**config.mk**
```make
export PLATFORM = sky130hd
export DESIGN_NAME = fetch_ctrl
export DESIGN_NICKNAME = d
export VERILOG_FILES = /design/src/rtl/fetch_pkg.sv /design/src/rtl/fetch_fifo.sv /design/src/rtl/fetch_ctrl.sv
export SDC_FILE = /design/constraint.sdc
export NUM_CORES = 1
export LEC_CHECK = 0
export CAP_MARGIN = 5
export CORE_ASPECT_RATIO = 1.2
export CORE_MARGIN = 2
export CORE_UTILIZATION = 48
export DETAILED_ROUTE_END_ITERATION = 16
export HOLD_SLACK_MARGIN = 0.05
export PLACE_DENSITY = 0.81
export SLEW_MARGIN = 10
export SYNTH_ARGS = -nofsm -noshare
export SYNTH_HDL_FRONTEND = slang
export SYNTH_SLANG_ARGS = --single-unit
```
**constraint.sdc**
```tcl
create_clock -name clk -period 2.3 [get_ports clk]
set_input_delay 0.575 -clock clk [delete_from_list [all_inputs] [get_ports clk]]
set_output_delay 0.575 -clock clk [all_outputs]
set_load 0.02 [all_outputs]
```
**src/rtl/fetch_pkg.sv**
```systemverilog
`default_nettype none
// ============================================================================
// Package     : fetch_pkg
// Description : Shared types and defaults for the instruction-fetch block.
// Revision    : 1.0  initial release
// ============================================================================
package fetch_pkg;

  localparam int unsigned c_DEFAULT_RESET_PC = 0;
  localparam int unsigned c_DEFAULT_DEPTH    = 12;

  typedef enum logic [0:0] {
    RUN  = 1'b0,
    HALT = 1'b1
  } fetch_state_e;

  typedef struct packed {
    logic [31:0] pc;
    logic [31:0] instr;
  } fetch_entry_t;

  // Word-index PC is fetchable only inside the instruction memory.
  function automatic logic pc_in_range(input logic [31:0] pc, input int unsigned depth);
    return pc < depth;
  endfunction

endpackage
`default_nettype wire

```
**src/rtl/fetch_fifo.sv**
```systemverilog
`default_nettype none
// ============================================================================
// Module      : fetch_fifo
// Description : Two-entry shift queue of fetched words; head always in slot 0.
// Revision    : 1.0  initial release
// ============================================================================
module fetch_fifo
  import fetch_pkg::*;
(
  input  logic         clk,
  input  logic         rst,
  input  logic         push,
  input  fetch_entry_t push_data,
  input  logic         pop,
  input  logic         flush,
  output logic [1:0]   count,
  output logic         head_valid,
  output fetch_entry_t head
);

  fetch_entry_t r_entry0;
  fetch_entry_t r_entry1;
  logic [1:0]   r_count;
  logic         w_do_pop;
  logic         w_do_push;

  assign w_do_pop  = pop & (r_count != 2'd0);
  assign w_do_push = push & ((r_count != 2'd2) | w_do_pop);

  always_ff @(posedge clk) begin
    if (!rst) begin
      r_count  <= 2'd0;
      r_entry0 <= '0;
      r_entry1 <= '0;
    end else if (flush) begin
      r_count <= 2'd0;
    end else begin
      case ({w_do_push, w_do_pop})
        2'b10: begin
          if (r_count == 2'd0) r_entry0 <= push_data;
          else                 r_entry1 <= push_data;
          r_count <= r_count + 2'd1;
        end
        2'b01: begin
          r_entry0 <= r_entry1;
          r_count  <= r_count - 2'd1;
        end
        2'b11: begin
          // Count is unchanged; the new word lands behind whatever remains.
          if (r_count == 2'd1) begin
            r_entry0 <= push_data;
          end else begin
            r_entry0 <= r_entry1;
            r_entry1 <= push_data;
          end
        end
        default: ;
      endcase
    end
  end

  assign count      = r_count;
  assign head_valid = (r_count != 2'd0);
  assign head       = r_entry0;

endmodule
`default_nettype wire

```
**src/rtl/fetch_ctrl.sv**
```systemverilog
`default_nettype none
// ============================================================================
// Module      : fetch_ctrl
// Description : Instruction-fetch controller: owns the PC, issues one memory
//               read per cycle, buffers words for decode, handles redirects.
//               Optional event counters enabled by defining FETCH_PERF_EN.
// Revision    : 1.0  initial release
// ============================================================================
module fetch_ctrl
  import fetch_pkg::*;
#(
  parameter int unsigned RESET_PC = c_DEFAULT_RESET_PC,
  parameter int unsigned DEPTH    = c_DEFAULT_DEPTH
) (
  input  logic        clk,
  input  logic        rst,
  input  logic        redirect_valid,
  input  logic [31:0] redirect_pc,
  output logic        imem_en,
  output logic [31:0] imem_addr,
  input  logic [31:0] imem_rdata,
  output logic        if_valid,
  output logic [31:0] if_instr,
  output logic [31:0] if_pc,
  input  logic        if_ready,
  output logic        fault,
  output logic [31:0] perf_issued,
  output logic [31:0] perf_stall
);

  localparam logic [31:0] c_RESET_PC = 32'(RESET_PC);

  fetch_state_e r_state;
  fetch_state_e w_state_next;
  logic [31:0]  r_pc;
  logic [31:0]  r_inflight_pc;
  logic         r_inflight;
  logic         r_fault;
  logic [1:0]   w_count;
  logic [2:0]   w_slots_used;
  logic         w_head_valid;
  logic         w_in_range;
  logic         w_pop;
  logic         w_push;
  logic         w_issue;
  fetch_entry_t w_head;
  fetch_entry_t w_push_data;

  assign w_in_range   = pc_in_range(r_pc, DEPTH);
  assign w_pop        = w_head_valid & if_ready;
  assign w_slots_used = {1'b0, w_count} + {2'b00, r_inflight};
  // A redirect kills the response arriving this cycle.
  assign w_push       = r_inflight & ~redirect_valid;
  assign w_push_data  = '{pc: r_inflight_pc, instr: imem_rdata};

  // State register
  always_ff @(posedge clk) begin
    if (!rst) r_state <= RUN;
    else      r_state <= w_state_next;
  end

  // Next-state logic
  always_comb begin
    w_state_next = r_state;
    if (redirect_valid)                     w_state_next = RUN;
    else if (r_state == RUN && !w_in_range) w_state_next = HALT;
  end

  // Output logic: issue only if the response has a guaranteed slot next cycle.
  always_comb begin
    w_issue = 1'b0;
    if (rst && !redirect_valid && r_state == RUN && w_in_range)
      w_issue = (w_slots_used < 3'd2) || w_pop;
  end

  always_ff @(posedge clk) begin
    if (!rst) begin
      r_pc          <= c_RESET_PC;
      r_inflight    <= 1'b0;
      r_inflight_pc <= 32'd0;
      r_fault       <= 1'b0;
    end else begin
      r_inflight <= w_issue;
      if (w_issue) r_inflight_pc <= r_pc;
      if (redirect_valid) begin
        r_pc    <= redirect_pc;
        r_fault <= 1'b0;
      end else begin
        if (w_issue)                      r_pc    <= r_pc + 32'd1;
        if (r_state == RUN && !w_in_range) r_fault <= 1'b1;
      end
    end
  end

  fetch_fifo u_fifo (
    .clk        (clk),
    .rst        (rst),
    .push       (w_push),
    .push_data  (w_push_data),
    .pop        (w_pop),
    .flush      (redirect_valid),
    .count      (w_count),
    .head_valid (w_head_valid),
    .head       (w_head)
  );

  assign imem_en   = w_issue;
  assign imem_addr = r_pc;
  assign if_valid  = w_head_valid;
  assign if_instr  = w_head.instr;
  assign if_pc     = w_head.pc;
  assign fault     = r_fault;

`ifdef FETCH_PERF_EN
  logic [31:0] r_perf_issued;
  logic [31:0] r_perf_stall;

  always_ff @(posedge clk) begin
    if (!rst) begin
      r_perf_issued <= 32'd0;
      r_perf_stall  <= 32'd0;
    end else begin
      if (w_issue)                         r_perf_issued <= r_perf_issued + 32'd1;
      if (r_state == RUN && !w_head_valid) r_perf_stall  <= r_perf_stall + 32'd1;
    end
  end

  assign perf_issued = r_perf_issued;
  assign perf_stall  = r_perf_stall;
`else
  assign perf_issued = 32'd0;
  assign perf_stall  = 32'd0;
`endif

endmodule
`default_nettype wire

```
# Word-level counts from Yosys, hierarchy flattened
# Cells that the tools add are included.
# W data, S select, Z words.
[totals] word_cells=57 regBits=196
[op_classes] order_cmp=2 add_sub_neg=4 n_eq_ne=8 bitwise_logic=8 n_mux=10 reduce_logical=16
[ops] cell="$mux W64" count=4
[ops] cell="$pmux W64 S3" count=1
[ops] cell="$pmux W64 S2" count=1
[ops] cell="$mux W32" count=2
[ops] cell="$add A32 B1 Y32 const B" count=1
[ops] cell="$lt A32 B4 Y1 const B" count=1
[ops] cell="$reduce_bool A2 Y1" count=4
[ops] cell="$ne A2 B2 Y1 const B" count=3
[ops] cell="$and A1 B1 Y1" count=4
[ops] cell="$eq A2 B1 Y1 const B" count=2
[ops] cell="$eq A2 B2 Y1 const B" count=2
[ops] cell="$logic_and A1 B1 Y1" count=4
[ops] cell="$pmux W2 S2" count=1
[ops] cell="$reduce_and A4 Y1" count=1
[ops] cell="$add A2 B1 Y3" count=1
[ops] cell="$lt A3 B2 Y1 const B" count=1
[ops] cell="$not A1 Y1" count=3
[ops] cell="$reduce_and A3 Y1" count=1
[ops] cell="$reduce_bool A3 Y1" count=1
[ops] cell="$add A2 B1 Y2 const B" count=1
[ops] cell="$logic_not A1 Y1" count=2
[ops] cell="$logic_not A2 Y1" count=1
[ops] cell="$ne A2 B1 Y1 const B" count=1
[ops] cell="$reduce_or A2 Y1" count=1
[ops] cell="other kinds (4)" count=4

# Logic depth before layout (Yosys ltp)
[depth] ltp_word=8 ltp_mapped=9 ltp_nobuf=6

# By module
# From an unflattened synthesis, not the netlist that was laid out.
[unflattened] hier_cells=910 hier_area_um2=8272.9
[by_module_without_submodules] module="fetch_fifo" n_inst=1 cells_each=660 area_per_inst_um2=5575.3 seq_area_each_um2=2602.5
[by_module_without_submodules] module="fetch_ctrl" n_inst=1 cells_each=250 area_per_inst_um2=2697.6 seq_area_each_um2=1321.3

# Worst setup path after synthesis
# No wires, ideal clock.
[synth_path] path_kind="reg2out" startpoint="register u_fifo.r_count[0], in the netlist u_fifo.count[0]" endpoint="output port imem_en" t_arrival_ps=1679 path_stages_with_launch=7 t_required_ps=1725 slack_ps=46 path_buffers=1 cell_sequence="dfxtp_1 inv_1 ha_1 nand2b_1 buf_6 a21o_1 nor3_1"
[synth_between] elab_chain_len=4 elab_cells_between_ends=6
[synth_lines] item="start, declared" line="fetch_fifo.sv:23" source="logic [1:0] r_count;"
[synth_lines] item="start signal, assigned" line="fetch_fifo.sv:42" source="r_count <= r_count + 2'd1;"
[synth_lines] item="start signal, assigned" line="fetch_fifo.sv:46" source="r_count <= r_count - 2'd1;"
[synth_lines] item="$add A2 B1 Y3 or $reduce_bool A2 Y1 (tied branches)" line="fetch_ctrl.sv:51, fetch_fifo.sv:63"
[synth_lines] item="$lt A3 B2 Y1 or $and A1 B1 Y1 (tied branches)" line="fetch_ctrl.sv:73, fetch_ctrl.sv:50"
[synth_lines] item="$logic_or A1 B1 Y1 *" line="fetch_ctrl.sv:73" source="w_issue = (w_slots_used < 3'd2) || w_pop;"
[synth_lines] item="$mux W1 *" line="fetch_ctrl.sv:72" source="if (rst && !redirect_valid && r_state == RUN && w_in_range)"
[synth_lines] item="end, declared" line="fetch_ctrl.sv:19" source="output logic imem_en,"
# Mark *: on every way between the ends. The rest lies on a longest branch, timed or not.

# Final worst setup path
[layout_path] startpoint="input port rst" endpoint="output port imem_en"
[layout_between] elab_chain_len=4
[layout_lines] item="start, declared" line="fetch_ctrl.sv:16" source="input logic rst,"
[layout_lines] item="$logic_and A1 B1 Y1 (3 in series)" line="fetch_ctrl.sv:72"
[layout_lines] item="$mux W1" line="fetch_ctrl.sv:72"
# Every way passes these cells.

==> key figures <==
Status
  • Outcome: complete, but fails checks
  • Failing checks: setup timing

Place
  • Worst slack, placed: -0.516 ns
  • GPL Wtd Cong: 0.804
  • IO Port Bufs: 166
  • DP HPWL: 12200 um
  • DP Area: 10100 um2

Routing
  • Routed WL: 18000 um
  • DR vias/cell: 5.01
  • First DRT Iteration DRCs: 400
  • Via count: 6367
  • ANT nets after route: 0
  • Avg WL per Cell: 14.1 um
  • DRC: 0
  • TritonRoute pass-1 iters: 4

Power
  • P_leak: 3.81 nW
  • Power per cell area: 659 nW/um2
  • Worst vdd ir: 0.482 mV

Clock network
  • CTS tree: done
  • CTS clk-pin slew, worst paths: 0.07 ns
  • Maximum level of the CTS H-tree: 4
  • Clock buffer depth: 2
  • Clock Latency Late Sink: 0.43 ns
  • Num Clock Sinks: 196
  • Cts bufs inserted: 17
  • Clock Root Buffer: clkbuf_16

Timing
  • Final Hold Viols: 0
  • Worst Hold Slack: 0.455 ns
  • Finish-stage setup viols: 1
  • Setup WS post-layout: -0.0249 ns
  • Fmax: 0.430 GHz
  • Worst Skew: 0.00968 ns
  • Final Max Slew Viols: 0
  • RSZ-0062 raised after global routing: yes
  • Max_slew headroom: 0.564
  • Worst-margin pin slew: 0.654 ns
  • Final period util: 1.01
  • Setup_tns: -0.0249 ns
  • Min cycle time layout: 2.32 ns

Logic synthesis
  • Yosys warns: 0
  • Asr flop ratio synth: 0
  • Synth Area per Inst: 9.42 um2
  • Most used flip-flop cell after synthesis: dfxtp_1
  • EDFF count, synth: 0
  • Synth top area cells: dfxtp_1 (49%), mux2i_1 (9.2%), nand2_1 (6.3%), a211oi_1 (6.0%), buf_4 (6.0%)
  • Post-synthesis cell type count: 42
  • Share of the synthesized area in the top cell type: 0.493
  • Area leader, netlist: dfxtp_1
  • Mapped Area: 7960 um2
  • Post-synthesis cell count: 845
  • Sequential area share after synthesis: 0.493
  • Synthesized flop and latch total: 196

Die
  • Core box area: 16200 um2
  • Die Ht: 145 um
  • Die area: 17600 um2
  • Starting Density: 0.491
  • Num ports: 231
  • Core Rows: 51
  • Chip width: 122 um

Min path
  • Hold Crit Start: u_fifo.r_entry1[43]
  • Hold path cells: 2
  • Hold path endpoint: u_fifo.r_entry1[43]
  • Worst Hold Class: register to register

GRT
  • Pin count of the biggest net entering global routing: 129
  • Initial antenna violation count: 0
  • Vias in the first global route: 6073
  • First-pass GRT wire length: 28600 um
  • GR Overflow Total: 0
  • Gr usage total: 0.200

Final layout
  • Fillers: 1299
  • Leading cell type in the layout, fill and taps excluded: dfxtp_1
  • Most frequent cells in the layout: dfxtp_1 (192), clkdlybuf4s50_1 (163), nand2_1 (133)
  • Post-layout util: 0.662
  • Fin area: 10700 um2
  • Nets: 1118
  • Layout cells sized above 1: 0.126
  • Syn-to-layout area delta: 34.8%
  • Antenna diodes: 0

Worst setup path
  • Crit path kind: input port to primary output
  • FF-to-FF setup slack: 0.38 ns
  • Crit path DAT: 1.75 ns
  • FF-to-FF path depth: 9
  • CP Capture Type: primary output
  • Reg-to-Reg Start: u_fifo.count[0]
  • Startpoint types: input port
  • Reg-to-Reg End: u_fifo.head[47]
  • CP Max Fanout: 2
  • Critical path required time: 1.73 ns
  • Critical Path Source: rst

Run
  • Max Cap Viol: 0
[power breakdown]
part,internal [mW],switching (mW)
logic,0.285,0.330
registers,3.43,0.0299
clock network,1.64,1.35
[synthesized netlist by cell type, drive strengths merged (3+ instances only)]
library cell / instances
inv: 5
clkbuf: 29
ha: 4
buf: 94
nor4: 6
nor2b: 4
a211oi: 66
nand4: 8
mux2i: 73
nor2: 73
nand2: 133
and2: 28
a31oi: 4
o21ai: 5
a22o: 22
nand2b: 3
nor3: 3
dfxtp: 196
a21oi: 70
[critical path, cell delays in order]
cell and delay [ns]:
clkdlybuf4s50_1 0.50, nand2b_1 0.09, a21o_1 0.18, nor3_2 0.14, buf_4 0.14, buf_6 0.11
[worst max path at each step]
stage	cells past startpoint	end	slack [ns]
after global routing	5	imem_en	-0.10
after global placement	6	imem_en	-0.52
after detailed placement	6	imem_en	-0.52
after floorplan	6	imem_en	0.05
final	6	imem_en	-0.02
after CTS	6	imem_en	-0.11
[cell families after synthesis]
group	Yosys count	synth area share
xor+xnor	1	0.00110
buf+inv	128	0.111
compound gates	177	0.153
simple gates	265	0.144
fa+ha+maj	4	0.00628
mux	73	0.0918
other cells	1	0.000471
flops	196	0.493
[routing by layer]
metal | vias up | track usage | wire, um
met2 | 186 | 0.357 | 9330
met4 | 0 | 0.0718 | 350
met1 | 2956 | 0.223 | 7170
met3 | 25 | 0.0586 | 1110
li1 | 3200 | - | -
met5 | - | 0 | 0
[state kept, by name, summed over array words and instances (netlist names)]
name	flops
u_fifo.r_entry1	64
u_fifo.head	64
r_inflight_pc	32
r_inflight	1
u_fifo.count	2
fault	1
imem_addr	32
[cell type report]
| type | count | area [um2] | area share |
|---|---|---|---|
| Inverter | 5 | 21.3 | 0.00198 |
| Multi-Input combinational cell | 584 | 3490 | 0.325 |
| Tap cell | 212 | 265 | 0.0247 |
| Timing Repair Buffer | 242 | 2430 | 0.227 |
| Clock buffer | 18 | 429 | 0.0400 |
| Sequential cell | 196 | 3930 | 0.366 |
| Clock inverter | 14 | 168 | 0.0156 |
[timing repair]
action,4_1_cts,5_1_grt
hold buffers,0,0
pin swaps,0,3
buffers inserted,0,1
gates cloned,0,0
endpoints found under the setup margin,2,1
gates resized for setup,9,14
hold endpoints to repair,0,0
[per-stage QoR]
| stage | total power, mW | instances |
|---|---|---|
| after global routing | 7.31 | 1271 |
| after global placement | 4.12 | 1238 |
| final | 7.07 | 1271 |
| after floorplan | 3.91 | 908 |
| after CTS | 7.11 | 1270 |
| after detailed placement | 4.13 | 1238 |
Power figures use the tool's default switching activity.
==> RTL change: new RTL, config.mk and constraints unchanged <==
The option `FETCH_PERF_EN` is turned on by a define.
--- a/src/rtl/fetch_ctrl.sv
+++ b/src/rtl/fetch_ctrl.sv
@@ -6,6 +6,8 @@
 //               Optional event counters enabled by defining FETCH_PERF_EN.
 // Revision    : 1.0  initial release
 // ============================================================================
+`define FETCH_PERF_EN
+
 module fetch_ctrl
   import fetch_pkg::*;
 #(
Check against the original RTL: not equivalent (Yosys sat finds a counterexample within 4 cycles, from zero or initial values and one cycle with rst low).
==> RTL change against the original RTL <==
The run still ends with setup timing left. Utilization grew 3.6 points. Sequential cell count grew 64. Via count grew 48%. Clock skew grew 0.023 ns. Final area grew 37%. Sequential share of layout area shrank 1.3 points. Power grew 34%. Die area grew 29%. Setup slack lost 0.27 ns. Routed wire length grew 54%. Critical path depth is the same. Area after synthesis grew 30%. First-iteration DRC count grew 54%. Critical endpoint unchanged.
==> RTL change: results (changes against the original RTL) <==
[run_status]
status = finished with violations
violations = setup timing

[global_route]
grt_usage_pct = 22.13  ; +2.1 points
met1_usage_pct = 27.93  ; +5.6 points
grt_pass1_wl_um = 43120  ; +51%
use_met3_pct = 4.412  ; -1.4 points
antenna_found_initial = 1  ; +1
grt_util_met2_pct = 38.59  ; +2.9 points

[timing]
fin_skew_ns = 0.03303  ; +0.02335 ns
fin_ws_ns = -0.2912  ; -0.2663 ns
setup-violations-final = 10  ; +9
fin_tns_setup_ns = -1.101  ; -1.077 ns
relSlewSlack_pct = 61.72  ; +5.3 points

[yosys]
synth_area_leaders = dfxtp_1, mux2i_1, nand2_1
seq_area_frac_synth_pct = 50.15  ; +0.88 points
muxShareOfSynthArea_pct = 9.355  ; +0.18 points
synth_compound_area_share_pct = 12.02  ; -3.3 points
synthAdderAreaFrac_pct = 0.7233  ; +0.095 points
synth_commonest_cells = dfxtp_1, nand2_1, nor2_1
synth-xor-area-share_pct = 2.785  ; +2.7 points
avgSynthCellArea_um2 = 8.901  ; -5.6%

[place]
place_hpwl_um = 17350  ; +42%
postPlaceCellArea_mm2 = 0.01346  ; +34%
place_congestion = 0.8694  ; +8.2%
dp_slack_ns = -0.8211  ; -0.3049 ns
io_buffers = 230  ; +39%
dp.cells = 1661  ; +34%

[cts]
clockBufferDepth = 3  ; +1
cts_buffers = 26  ; +9
htreeDepth = 1  ; -3
clkLatencyLatePin_ns = 0.55  ; +0.12 ns

[power_and_ir_drop]
peakVddDrop_uv = 588.5  ; +22%
p_int_mw = 7.411  ; +38%
cellLeakagePower_nw = 5.118  ; +34%

[drt]
wirelength_um = 27650  ; +54%
drt-initial-drc-count = 614  ; +54%
met1_length_um = 11300  ; +58%
dr.pass1.iters = 5  ; +1

[finish]
finalNetCount = 1509  ; +35%

## RTL change: logic make-up after synthesis
family | count (synthesis)
buffers and inverters | 102
AO/OA/AOI/OAI | 204
XOR/XNOR | 33
flip-flops | 260
multiplexers | 97
AND/OR/NAND/NOR | 464
adder cells (fa/ha/maj) | 6
## RTL change: area by class of cell
type	instances	area, um^2	area share, %
well taps	270	337.8	2.290
inverters	16	65.06	0.4410
diodes	1	2.502	0.01696
clock inverters	9	127.6	0.8651
repair buffers	327	3261	22.10
flip-flops and latches	260	5209	35.31
clock buffers	39	769.5	5.216
multi-input cells	804	4981	33.76
## RTL change: timing repair
action	in CTS	in global routing
resized for setup	15	50
hold buffers	0	0
gates cloned	0	5
pin swaps	3	35
endpoints found under the hold margin	0	0
buffers inserted	1	10
setup endpoints to repair	21	30
## RTL change: power by group through the flow
| stage | Combinational, mW | Sequential, mW | Clock (mW) |
|---|---|---|---|
| 3_3_place_gp | 0.565 | 4.67 | 0 |
| 6_report | 0.589 | 4.58 | 4.32 |
| 4_1_cts | 0.577 | 4.58 | 4.39 |
| 3_5_place_dp | 0.568 | 4.68 | 0 |
| 2_1_floorplan | 0.175 | 4.73 | 0 |
| 5_1_grt | 0.629 | 4.58 | 4.60 |
## RTL change: worst max-delay path, stage by stage (launching register included)
cell     delay [ns]
dfxtp_2        0.33
nor4_2         0.26
buf_4          0.15
nand4_1        0.15
or3_4          0.42
inv_2          0.08
buf_6          0.11
## RTL change: final timing paths
path / from / end / slack (ns) / cells past startpoint
max: imem_addr[16] / imem_en / -0.29 / 6
max reg2reg: imem_addr[16] / perf_issued[22] / -0.17 / 9
min reg2reg: u_fifo.r_entry1[48] / u_fifo.r_entry1[48] / 0.45 / 2
min: u_fifo.r_entry1[48] / u_fifo.r_entry1[48] / 0.45 / 2
